## config.mk

```make
export PLATFORM = sky130hd
export DESIGN_NAME = aui_tx_sequencer
export DESIGN_NICKNAME = d
export VERILOG_FILES = /design/src/rtl/aui_tx_pkg.sv /design/src/rtl/aui_mod_counter.sv /design/src/rtl/aui_tx_sequencer.sv
export SDC_FILE = /design/constraint.sdc
export NUM_CORES = 1
export LEC_CHECK = 0
export ABC_AREA = 1
export BUFFER_PORTS_ARGS = -buffer_cell sky130_fd_sc_hd__buf_4
export CORE_UTILIZATION = 55
export CTS_CLUSTER_SIZE = 14
export DETAILED_ROUTE_END_ITERATION = 8
export PLACE_DENSITY = 0.81
export SLEW_MARGIN = 25
export SYNTH_ARGS = -nofsm -noshare
export SYNTH_HDL_FRONTEND = slang
export SYNTH_SLANG_ARGS = --single-unit
export TNS_END_PERCENT = 1
```

## constraint.sdc

```tcl
create_clock -name clk -period 2.41 [get_ports clk]
set_input_delay 0.241 -clock clk [delete_from_list [all_inputs] [get_ports clk]]
set_output_delay 0.241 -clock clk [all_outputs]
set_load 0.005 [all_outputs]
```

## src/rtl/aui_tx_pkg.sv

```systemverilog
// Shared constants, FSM state type and width helper for the AUI TX sequencer.
package aui_tx_pkg;

  localparam int BITS_BLOCK        = 257;
  localparam int AM_MAPPED_WIDTH   = 10280;
  localparam int BLOCKS_PER_CW_DEF = AM_MAPPED_WIDTH / BITS_BLOCK;

  typedef enum logic [1:0] {
    IDLE = 2'd0,
    AM   = 2'd1,
    DATA = 2'd2
  } seq_state_t;

  // Counter width that stays at least 1 bit for a modulus of 1.
  function automatic int cnt_width(input int n);
    return (n > 1) ? $clog2(n) : 1;
  endfunction

endpackage

```

## src/rtl/aui_mod_counter.sv

```systemverilog
// Modulo-MAX counter with synchronous clear; tc flags the terminal count MAX-1.
module aui_mod_counter
  import aui_tx_pkg::*;
#(
  parameter int MAX   = 40,
  parameter int WIDTH = 6
) (
  input  logic             clk,
  input  logic             rst,
  input  logic             inc,
  input  logic             clr,
  output logic [WIDTH-1:0] count,
  output logic             tc
);

  logic [WIDTH-1:0] count_q;
  logic [WIDTH-1:0] count_d;

  assign tc    = (count_q == WIDTH'(MAX - 1));
  assign count = count_q;

  // next count: clear wins over increment, increment wraps at tc
  always_comb begin
    count_d = count_q;
    if (clr) begin
      count_d = {WIDTH{1'b0}};
    end else if (inc) begin
      count_d = tc ? {WIDTH{1'b0}} : count_q + WIDTH'(1);
    end else begin
      count_d = count_q;
    end
  end

  // count register
  always_ff @(posedge clk or posedge rst) begin
    if (rst) begin
      count_q <= {WIDTH{1'b0}};
    end else begin
      count_q <= count_d;
    end
  end

endmodule

```

## src/rtl/aui_tx_sequencer.sv

```systemverilog
// Block-slot pacing for the AUI TX chain: AM slots at the head of every AM_PERIOD_CW-th word.
// Optional statistics ports are enabled by defining AUI_TX_SEQ_STATS_EN.
module aui_tx_sequencer
  import aui_tx_pkg::*;
#(
  parameter int BLOCKS_PER_CW = BLOCKS_PER_CW_DEF,
  parameter int AM_PERIOD_CW  = 4,
  parameter int AM_SLOTS      = 2
) (
  input  logic                          clk,
  input  logic                          rst,
  input  logic                          i_enable,
  input  logic                          i_in_valid,
  output logic                          o_in_ready,
  output logic                          o_blk_valid,
  output logic                          o_am_slot,
  output logic [$clog2(AM_SLOTS):0]     o_am_index,
  output logic                          o_word_done,
  output logic                          o_am_word,
  output logic                          o_busy
`ifdef AUI_TX_SEQ_STATS_EN
  ,
  output logic [31:0]                   o_bubble_cnt,
  output logic [31:0]                   o_am_cnt
`endif
);

  localparam int BW = cnt_width(BLOCKS_PER_CW);
  localparam int CW = cnt_width(AM_PERIOD_CW);
  localparam int IW = $clog2(AM_SLOTS) + 1;

  seq_state_t    state_q, state_d;
  logic [BW-1:0] blk_cnt;
  logic [CW-1:0] cw_cnt;
  logic          blk_tc, cw_tc;
  logic          blk_inc, blk_clr, cw_inc, cw_clr;
  logic          accept;
  logic          blk_valid_q, blk_valid_d;
  logic          am_slot_q, am_slot_d;
  logic [IW-1:0] am_index_q, am_index_d;
  logic          word_done_q, word_done_d;

  aui_mod_counter #(.MAX(BLOCKS_PER_CW), .WIDTH(BW)) u_blk_cnt (
    .clk(clk), .rst(rst), .inc(blk_inc), .clr(blk_clr), .count(blk_cnt), .tc(blk_tc)
  );

  aui_mod_counter #(.MAX(AM_PERIOD_CW), .WIDTH(CW)) u_cw_cnt (
    .clk(clk), .rst(rst), .inc(cw_inc), .clr(cw_clr), .count(cw_cnt), .tc(cw_tc)
  );

  assign accept = i_in_valid & (state_q == DATA);

  // next-state and slot decode; enable is only honoured in IDLE and at a word boundary
  always_comb begin
    state_d     = state_q;
    blk_inc     = 1'b0;
    blk_clr     = 1'b0;
    cw_inc      = 1'b0;
    cw_clr      = 1'b0;
    blk_valid_d = 1'b0;
    am_slot_d   = 1'b0;
    am_index_d  = {IW{1'b0}};
    word_done_d = 1'b0;
    case (state_q)
      IDLE: begin
        blk_clr = 1'b1;
        cw_clr  = 1'b1;
        if (i_enable) begin
          state_d = AM;
        end else begin
          state_d = IDLE;
        end
      end
      AM: begin
        blk_valid_d = 1'b1;
        am_slot_d   = 1'b1;
        am_index_d  = IW'(blk_cnt);
        blk_inc     = 1'b1;
        if (blk_cnt == BW'(AM_SLOTS - 1)) begin
          state_d = DATA;
        end else begin
          state_d = AM;
        end
      end
      DATA: begin
        if (accept) begin
          blk_valid_d = 1'b1;
          blk_inc     = 1'b1;
          if (blk_tc) begin
            word_done_d = 1'b1;
            cw_inc      = 1'b1;
            if (!i_enable) begin
              state_d = IDLE;
            end else if (cw_tc) begin
              state_d = AM;
            end else begin
              state_d = DATA;
            end
          end else begin
            state_d = DATA;
          end
        end else begin
          state_d = DATA;
        end
      end
      default: begin
        state_d = IDLE;
      end
    endcase
  end

  // state and registered slot outputs
  always_ff @(posedge clk or posedge rst) begin
    if (rst) begin
      state_q     <= IDLE;
      blk_valid_q <= 1'b0;
      am_slot_q   <= 1'b0;
      am_index_q  <= {IW{1'b0}};
      word_done_q <= 1'b0;
    end else begin
      state_q     <= state_d;
      blk_valid_q <= blk_valid_d;
      am_slot_q   <= am_slot_d;
      am_index_q  <= am_index_d;
      word_done_q <= word_done_d;
    end
  end

  assign o_blk_valid = blk_valid_q;
  assign o_am_slot   = am_slot_q;
  assign o_am_index  = am_index_q;
  assign o_word_done = word_done_q;
  assign o_in_ready  = (state_q == DATA);
  assign o_busy      = (state_q != IDLE);
  assign o_am_word   = (state_q != IDLE) && (cw_cnt == {CW{1'b0}});

`ifdef AUI_TX_SEQ_STATS_EN
  logic [31:0] bubble_cnt_q, am_cnt_q;

  // bubble counter saturates; AM-word counter ticks on the first AM slot of each word
  always_ff @(posedge clk or posedge rst) begin
    if (rst) begin
      bubble_cnt_q <= 32'd0;
      am_cnt_q     <= 32'd0;
    end else begin
      if ((state_q == DATA) && !accept && (bubble_cnt_q != 32'hFFFF_FFFF)) begin
        bubble_cnt_q <= bubble_cnt_q + 32'd1;
      end
      if ((state_q == AM) && (blk_cnt == {BW{1'b0}})) begin
        am_cnt_q <= am_cnt_q + 32'd1;
      end
    end
  end

  assign o_bubble_cnt = bubble_cnt_q;
  assign o_am_cnt     = am_cnt_q;
`endif

endmodule

```

==> metrics.md, run 1 <==
| Metric | Value |
|---|---|
| Post-route minimum period | `around 1.6 ns` |
| Critical Path AT | `about 1.4 ns` |
| # rows | `14` |
| Num ports | `12` |
| Worst EP required | `2.17 ns` |
| Synth Cell Area | `913 um2` |
| Sequential fraction of the synthesis area | `41.1%` |
| Post-synthesis mux area share | `0%` |
| Clock sinks | `15` |
| # setup viols final | `0` |
| Total track usage | `roughly a fifth` |
| Worst Setup Slack, final | `0.807 ns` |
| Critical register-to-register path startpoint | `state_q[0]` |
| Grt total ovfl | `0` |
| Worst-path clk slew | `around 0.090 ns` |
| Asr flop ratio synth | `100%` |
| Critical Path Sink | `o_busy` |
| Area share of the largest cell type after synthesis | `41.1%` |
| Fin. Hold Viols | `0` |
| Filler instances | `about 130` |
| DRT antenna net count | `0` |
| CTS Buffer Depth | `2` |
| Fin cells | `around 130` |
| Worst-skew pair later-pin latency | `0.28 ns` |
| Layout cells sized above 1 | `28.2%` |
| Die W | `42.8 um` |
| Root Driver | `clkbuf_4` |
| CP Capture Type | `primary output` |
| FF-to-FF setup slack | `0.97 ns` |
| Main synth FF type | `dfrtp_1` |
| Adder-Cell Fraction of Synth Area | `11.0%` |
| Port Buf Inserts | `11` |
| Largest family of logic cells by synthesized area | `simple AND/OR/NAND/NOR gates` |
| RSZ-0062 raised after global routing | `no` |
| Gate Count Post-Synth | `102` |
| Status | `completed` |
| Power per Cell Area | `between 900 and 1000 mW/mm2` |
| First DRT Iteration DRCs | `16` |
| Count leader, synth | `inv_1` |
| Initial Util | `59.9%` |
| Hold Buf Count CTS | `0` |
| Synth Area per Inst | `about 9.0 um2` |
| Worst Hold Class | `in2async` |
| CTS tree | `done` |
| Core Area | `0.00152 mm2` |
| Vias in the first global route | `650` |
| Yosys warnings | `0` |
| Area leader, netlist | `dfrtp_1` |
| Final core occ | `68.4%` |
| Number of synthesized flops with an enable pin | `0` |
| Actual slew at the worst max-slew pin | `about 0.56 ns` |
| XOR/XNOR Fraction of Synth Area | `0%` |
| Post-CTS sizing | `0` |
| Worst slack, placed | `0.993 ns` |
| Dpl cells | `129` |
| CTS buffer count | `3` |
| Commonest cells in the netlist | `inv_1 (22), nand2_1 (16), dfrtp_1 (15)` |
| Reg2reg end | `u_blk_cnt.count[5]` |
| Pins Over Slew Limit | `0` |
| Area delta synth->final | `14.1%` |
| Peak VDD IR | `0.597 mV` |
| DR vias/cell | `roughly 5.4` |
| Setup Fix Bufs, Post-CTS | `0` |
| First-pass DRT Iterations | `4` |
| Synth Register Bits | `15` |
| Tcrit/Tclk final | `66.5%` |
| First-pass GRT wire length | `2.80 mm` |
| GPL Wtd Cong | `0.834` |
| Initial antenna violation count | `0` |
| Clock skew | `0.00150 ns` |
| Synth Net Count | `114` |
| Drt drc | `0` |
| Setup TNS | `0 ns` |
| Largest net degree at the start of global routing | `16` |
| Simple-gate share of the synthesized area | `29.7%` |
| Die Area | `0.00183 mm2` |
| Maximum clock rate | `0.624 GHz` |
| Avg WL per Cell | `12.7 um` |
| Max-cap viol count | `0` |
| ANT cells | `0` |
| CP max FO | `8` |
| Via count | `approximately 720` |
| WL final | `1.70 mm` |
| Worst slew margin | `62.8%` |
| Net count reported at finish | `130` |
| CP startpoint | `state_q[0]` |
| Setup crit start kind | `flop` |
| Detailed Place HPWL | `1.29 mm` |
| Path type of the worst setup path | `reg2out` |
| Die Y | `42.8 um` |
| Synth top area cells | `dfrtp_1 (41%), ha_1 (11%), inv_1 (9.0%)` |
| Yosys cell types | `21` |
| Post-synthesis compound-gate area fraction | `8.08%` |
| Leak | `~0.6 nW` |
| H-tree levels | `1` |
| Reg2Reg Depth | `10` |
-- final cells by class --
type / instances / area (um2) / share of cell area [%]
multi-input combinational: 63 / 445 / 42.7
sequential: 15 / 375 / 36.0
inverter: 24 / 92.6 / 8.88
timing repair buffer: 11 / 82.6 / 7.92
clock buffer: 4 / 26.3 / 2.52
tap: 16 / 20.0 / 1.92
-- worst min-delay path by stage --
stage / from / cells past startpoint / endpoint / slack (ns)
floorplan: rst / 1 / o_am_index[0] / 0.14
global placement: rst / 2 / o_word_done / 0.34
detailed placement: rst / 2 / o_word_done / 0.34
CTS: rst / 2 / u_blk_cnt.count[1] / 0.03
global route: rst / 2 / o_am_slot / 0.06
finish: rst / 2 / u_blk_cnt.count[1] / 0.004
-- cell usage in the layout, fill, tap and decap left out, types with 3 or more instances in the layout --
cell type  netlist  layout
a21oi_1          3       3
buf_4            0      11
clkbuf_4         0       3
dfrtp_1         15      15
ha_1             8       8
inv_1           22      22
nand2_1         16      16
nand2_2          3       3
nand2_4          4       4
nand3_1          5       5
nand4_1          6       6
nor2_1           5       5
o21ai_2          3       3
-- sequential cells by signal, summed over array words and instances (netlist names) --
| register | flops |
|---|---|
| u_blk_cnt.count | 6 |
| o_am_index | 2 |
| state_q | 2 |
| u_cw_cnt.count | 2 |
| o_am_slot | 1 |
| o_blk_valid | 1 |
| o_word_done | 1 |
-- critical path, stage by stage (launching register included) --
cell and delay (ns):
dfrtp_1 0.41, inv_1 0.09, ha_1 0.31, inv_4 0.11, buf_4 0.15
-- logic make-up after synthesis --
| group | Yosys count |
|---|---|
| AOI/OAI and AO/OA | 10 |
| DFF | 15 |
| buffers and inverters | 24 |
| and+or+nand+nor | 45 |
| adders and majority gates | 8 |
-- per-stage QoR --
| step | power (mW) | instance area, um2 | hold slack [ns] |
|---|---|---|---|
| finish | 0.945 | 1040 | 0.00415 |
| global route | 1.01 | 1040 | 0.0622 |
| CTS | 0.954 | 1040 | 0.0269 |
| detailed placement | 0.806 | 1020 | 0.336 |
| global placement | 0.795 | 1020 | 0.335 |
| floorplan | 0.658 | 913 | 0.142 |
-- routing by layer --
metal,wire (um),GRT usage [%],vias to the layer above
met4,30,7.50,0
met2,835,34.2,25
li1,-,-,348
met1,738,26.8,339
met5,0,0,-
met3,90,3.83,5
-- report_power, final --
group	switching, mW	leakage, nW	internal (mW)	total [mW]
logic	0.282	0.384	0.184	0.466
registers	0.0355	0.202	0.299	0.335
clock network	0.0794	0.0150	0.0643	0.144
total	0.397	0.601	0.548	0.945
No activity file was read; power rests on OpenSTA's default activity.
==> run 2: changes to the inputs <==
- clock period: 2.41 -> 1.6 ns (I/O delays scaled with it)
==> metrics.md, run 2 (synthesized netlist as in run 1, its figures left out) <==
| Metric | Value |
|---|---|
| Setup crit start kind | `flop` |
| Clock sinks | `15` |
| CTS buffer count | `3` |
| Worst Setup Slack, final | `0.0780 ns` |
| First-pass DRT Iterations | `4` |
| Layout cells sized above 1 | `28.0%` |
| Area delta synth->final | `15.2%` |
| ANT cells | `0` |
| Fin. Hold Viols | `0` |
| Vias in the first global route | `659` |
| CP max FO | `8` |
| Critical register-to-register path startpoint | `state_q[0]` |
| Commonest non-fill, non-tap cell in the layout | `inv_1` |
| Largest register FFs | `6` |
| Critical Path AT | `1.36 ns` |
| Port Buf Inserts | `11` |
| Worst slack, placed | `0.183 ns` |
| WHS | `0.184 ns` |
| Die Area | `0.00183 mm2` |
| Max-cap viol count | `0` |
| Via count | `705` |
| Initial Util | `59.9%` |
| Worst-path clk slew | `~0.080 ns` |
| Worst Hold Class | `in2reg` |
| Actual slew at the worst max-slew pin | `0.555 ns` |
| Reg2Reg Depth | `10` |
| Post-route minimum period | `around 1.5 ns` |
| Die Y | `42.8 um` |
| Initial antenna violation count | `0` |
| Worst hold start | `i_in_valid` |
| Worst-skew pair later-pin latency | `about 0.28 ns` |
| RSZ-0062 raised after global routing | `no` |
| Avg WL per Cell | `12.6 um` |
| WL final | `1.68 mm` |
| Pins Over Slew Limit | `0` |
| Maximum clock rate | `about 0.66 GHz` |
| Path type of the worst setup path | `reg2out` |
| First-pass GRT wire length | `2.80 mm` |
| CTS Buffer Depth | `2` |
| Setup TNS | `0 ns` |
| Leak | `0.605 nW` |
| Die W | `42.8 um` |
| Hold worst-path end | `o_word_done` |
| Worst slew margin | `63.0%` |
| Grt total ovfl | `0` |
| Core Area | `0.00152 mm2` |
| DRT antenna net count | `0` |
| Worst EP required | `1.44 ns` |
| Largest net degree at the start of global routing | `16` |
| Net count reported at finish | `131` |
| Clock skew | `between 0.0004 and 0.0005 ns` |
| FF-to-FF setup slack | `around 0.16 ns` |
| Drt drc | `0` |
| DR vias/cell | `5.26` |
| CP Capture Type | `primary output` |
| First DRT Iteration DRCs | `11` |
| Tcrit/Tclk final | `a little over nine tenths` |
| Power per Cell Area | `roughly 1400 mW/mm2` |
| GPL Wtd Cong | `between 0.8 and 0.9` |
| H-tree levels | `1` |
| Reg2reg end | `u_blk_cnt.count[5]` |
| # setup viols final | `0` |
| Root Driver | `clkbuf_4` |
| Total track usage | `about 21%` |
| Peak VDD IR | `around 0.90 mV` |
| Hold depth | `3` |
| Commonest cells after routing, fill and taps aside | `inv_1 (22), nand2_1 (16), dfrtp_1 (15)` |
| Status | `completed` |
| Num ports | `12` |
| CTS tree | `done` |
| # rows | `14` |
| Detailed Place HPWL | `~1.3 mm` |
-- run 2: changes by cell type in the layout (fill, tap and decap cells not counted) --
| cell | delta |
|---|---|
| dlygate4sd3_1 | +1 |
-- run 2: worst max-delay path by stage --
stage | start | endpoint | slack, ns | cells after the start
2_1_floorplan | state_q[0] | u_blk_cnt.count[0] | 0.30 | 7
3_3_place_gp | state_q[1] | u_blk_cnt.count[5] | 0.23 | 9
3_5_place_dp | state_q[0] | u_blk_cnt.count[5] | 0.18 | 10
4_1_cts | state_q[0] | o_busy | 0.06 | 4
5_1_grt | state_q[0] | o_busy | 0.009 | 4
6_report | state_q[0] | o_busy | 0.08 | 4
-- run 2: cell type report --
type / instances / area [um2]
Multi-Input combinational cell: 63 / 445
Fill cell: 131 / 472
Sequential cell: 15 / 375
Timing Repair Buffer: 12 / 92.6
Inverter: 24 / 92.6
Tap cell: 16 / 20.0
Clock buffer: 4 / 26.3
-- run 2: per-layer routing --
layer	vias to the layer above	routed length, um	track usage, %	share of wire, %
li1	353	-	-	-
met1	329	740	26.6	44
met2	18	836	34.5	50
met3	5	74	3.83	4.4
met4	0	32	7.50	1.9
met5	-	0	0	0
-- run 2: report_power, final --
part / internal, mW / switching, mW
Combinational: 0.279 / 0.425
Sequential: 0.451 / 0.0522
Clock: 0.0969 / 0.120
Total: 0.827 / 0.596
-- run 2: what timing repair did --
item                                   in CTS  in global routing
endpoints found under the hold margin      15                  0
setup buffers                               0                  0
gates resized for setup                     0                  0
hold buffers                                1                  0
-- run 2: critical path, stage by stage, from the launching register on --
cell and delay [ns]:
dfrtp_1 0.41, inv_1 0.09, ha_1 0.31, inv_4 0.11, buf_4 0.15
-- run 2: stage by stage --
stage | utilization (%) | instances | power, mW | area [um2]
final | 69.0 | 134 | 1.42 | 1050
after floorplan | - | 102 | 0.992 | 913
after global placement | 66.7 | 129 | 1.20 | 1020
after global routing | 69.0 | 134 | 1.53 | 1050
after detailed placement | 66.7 | 129 | 1.21 | 1020
after CTS | 69.0 | 134 | 1.44 | 1050
==> run 3: changes to the inputs <==
- CORE_MARGIN: not set -> 1.5
==> metrics.md, run 3 (synthesized netlist as in run 1, its figures left out) <==
| Metric | Value |
|---|---|
| Via count | `689` |
| Reg2Reg Depth | `10` |
| CTS buffer count | `3` |
| CP Capture Type | `primary output` |
| Die W | `43.8 um` |
| Commonest non-fill, non-tap cell in the layout | `inv_1` |
| Hold depth | `3` |
| Worst-skew pair later-pin latency | `0.29 ns` |
| Final core occ | `69.0%` |
| Leak | `0.605 nW` |
| Post-CTS sizing | `0` |
| Net count reported at finish | `131` |
| Worst EP required | `roughly 1.4 ns` |
| Die Y | `43.8 um` |
| First-pass GRT wire length | `2.71 mm` |
| Root Driver | `clkbuf_4` |
| Grt total ovfl | `0` |
| Largest net degree at the start of global routing | `16` |
| Worst Setup Slack, final | `0.0818 ns` |
| Commonest cells after routing, fill and taps aside | `inv_1 (22), nand2_1 (16), dfrtp_1 (15)` |
| Post-DP Area | `0.00102 mm2` |
| Setup TNS | `0 ns` |
| Pins Over Slew Limit | `0` |
| WL final | `1.60 mm` |
| Worst Hold Class | `in2reg` |
| Clock sinks | `15` |
| Port Buf Inserts | `11` |
| Actual slew at the worst max-slew pin | `0.560 ns` |
| Vias in the first global route | `648` |
| # rows | `14` |
| First-pass DRT Iterations | `4` |
| RSZ-0062 raised after global routing | `no` |
| # setup viols final | `0` |
| Initial antenna violation count | `0` |
| Peak VDD IR | `between 0.9 and 1 mV` |
| Critical Path AT | `1.36 ns` |
| Fin. Hold Viols | `0` |
| Tcrit/Tclk final | `a little over nine tenths` |
| Worst slew margin | `62.6%` |
| Fin cells | `134` |
| Dpl cells | `129` |
| Hold Buf Count CTS | `1` |
| Worst slack, placed | `0.195 ns` |
| CTS tree | `done` |
| Drt drc | `0` |
| Area delta synth->final | `15.2%` |
| Finished Cell Area | `0.00105 mm2` |
| Total track usage | `19.8%` |
| Initial Util | `59.9%` |
| Setup Fix Bufs, Post-CTS | `0` |
| CTS Buffer Depth | `2` |
| Avg WL per Cell | `roughly 12 um` |
| H-tree levels | `1` |
| Status | `completed` |
| GPL Wtd Cong | `about 0.84` |
| CP max FO | `8` |
| Worst-path clk slew | `approximately 0.090 ns` |
| Setup crit start kind | `flop` |
| Clock skew | `0.000694 ns` |
| Max-cap viol count | `0` |
| DR vias/cell | `about 5.1` |
| Path type of the worst setup path | `reg2out` |
| Detailed Place HPWL | `1.24 mm` |
| WHS | `0.181 ns` |
| Power per Cell Area | `1350 mW/mm2` |
| Largest register FFs | `6` |
| ANT cells | `0` |
| Post-route minimum period | `between 1.5 and 2 ns` |
| First DRT Iteration DRCs | `11` |
| Filler instances | `129` |
| Maximum clock rate | `about 0.66 GHz` |
| Total power | `roughly 1.4 mW` |
| Die Area | `0.00191 mm2` |
| DRT antenna net count | `0` |
| Core Area | `0.00152 mm2` |
| Num ports | `12` |
| Layout cells sized above 1 | `28.0%` |
run 3: cell counts in the layout (fill, tap and decap cells not counted):
Identical to the previous run, type by type.
run 3: worst paths after layout:
kind	startpoint	endpoint	slack [ns]
worst max-delay path	state_q[0]	o_busy	0.08
worst min-delay path	i_in_valid	o_word_done	0.18
worst max register to register	state_q[0]	u_blk_cnt.count[5]	0.18
worst min register to register	u_cw_cnt.count[1]	u_cw_cnt.count[1]	0.59
max in group asynchronous	rst	state_q[0]	0.75
min in group asynchronous	rst	u_cw_cnt.count[1]	0.49
run 3: layout make-up:
type                    instances  area (um2)  share of cell area, %
inverters                      24        92.6                   8.80
clock buffers                   4        26.3                   2.50
well taps                      16        20.0                   1.90
multi-input cells              63         445                   42.3
repair buffers                 12        92.6                   8.80
flip-flops and latches         15         375                   35.7
run 3: power by group:
group | internal [mW] | switching, mW | leakage [nW]
sequential | 0.451 | 0.0532 | 0.202
clock | 0.0970 | 0.123 | 0.0150
combinational | 0.278 | 0.414 | 0.388
run 3: layer usage:
| metal | global-route usage (%) | part of all wire, % | vias to the layer above |
|---|---|---|---|
| met3 | 3.75 | 3.0 | 5 |
| li1 | - | - | 353 |
| met2 | 31.5 | 48 | 14 |
| met5 | 0 | 0 | - |
| met1 | 25.2 | 47 | 317 |
| met4 | 10.9 | 2.1 | 0 |
run 3: worst max-delay path: stages, from the launching register on:
cell and delay (ns):
dfrtp_1 0.41, inv_1 0.09, ha_1 0.31, inv_4 0.11, buf_4 0.15
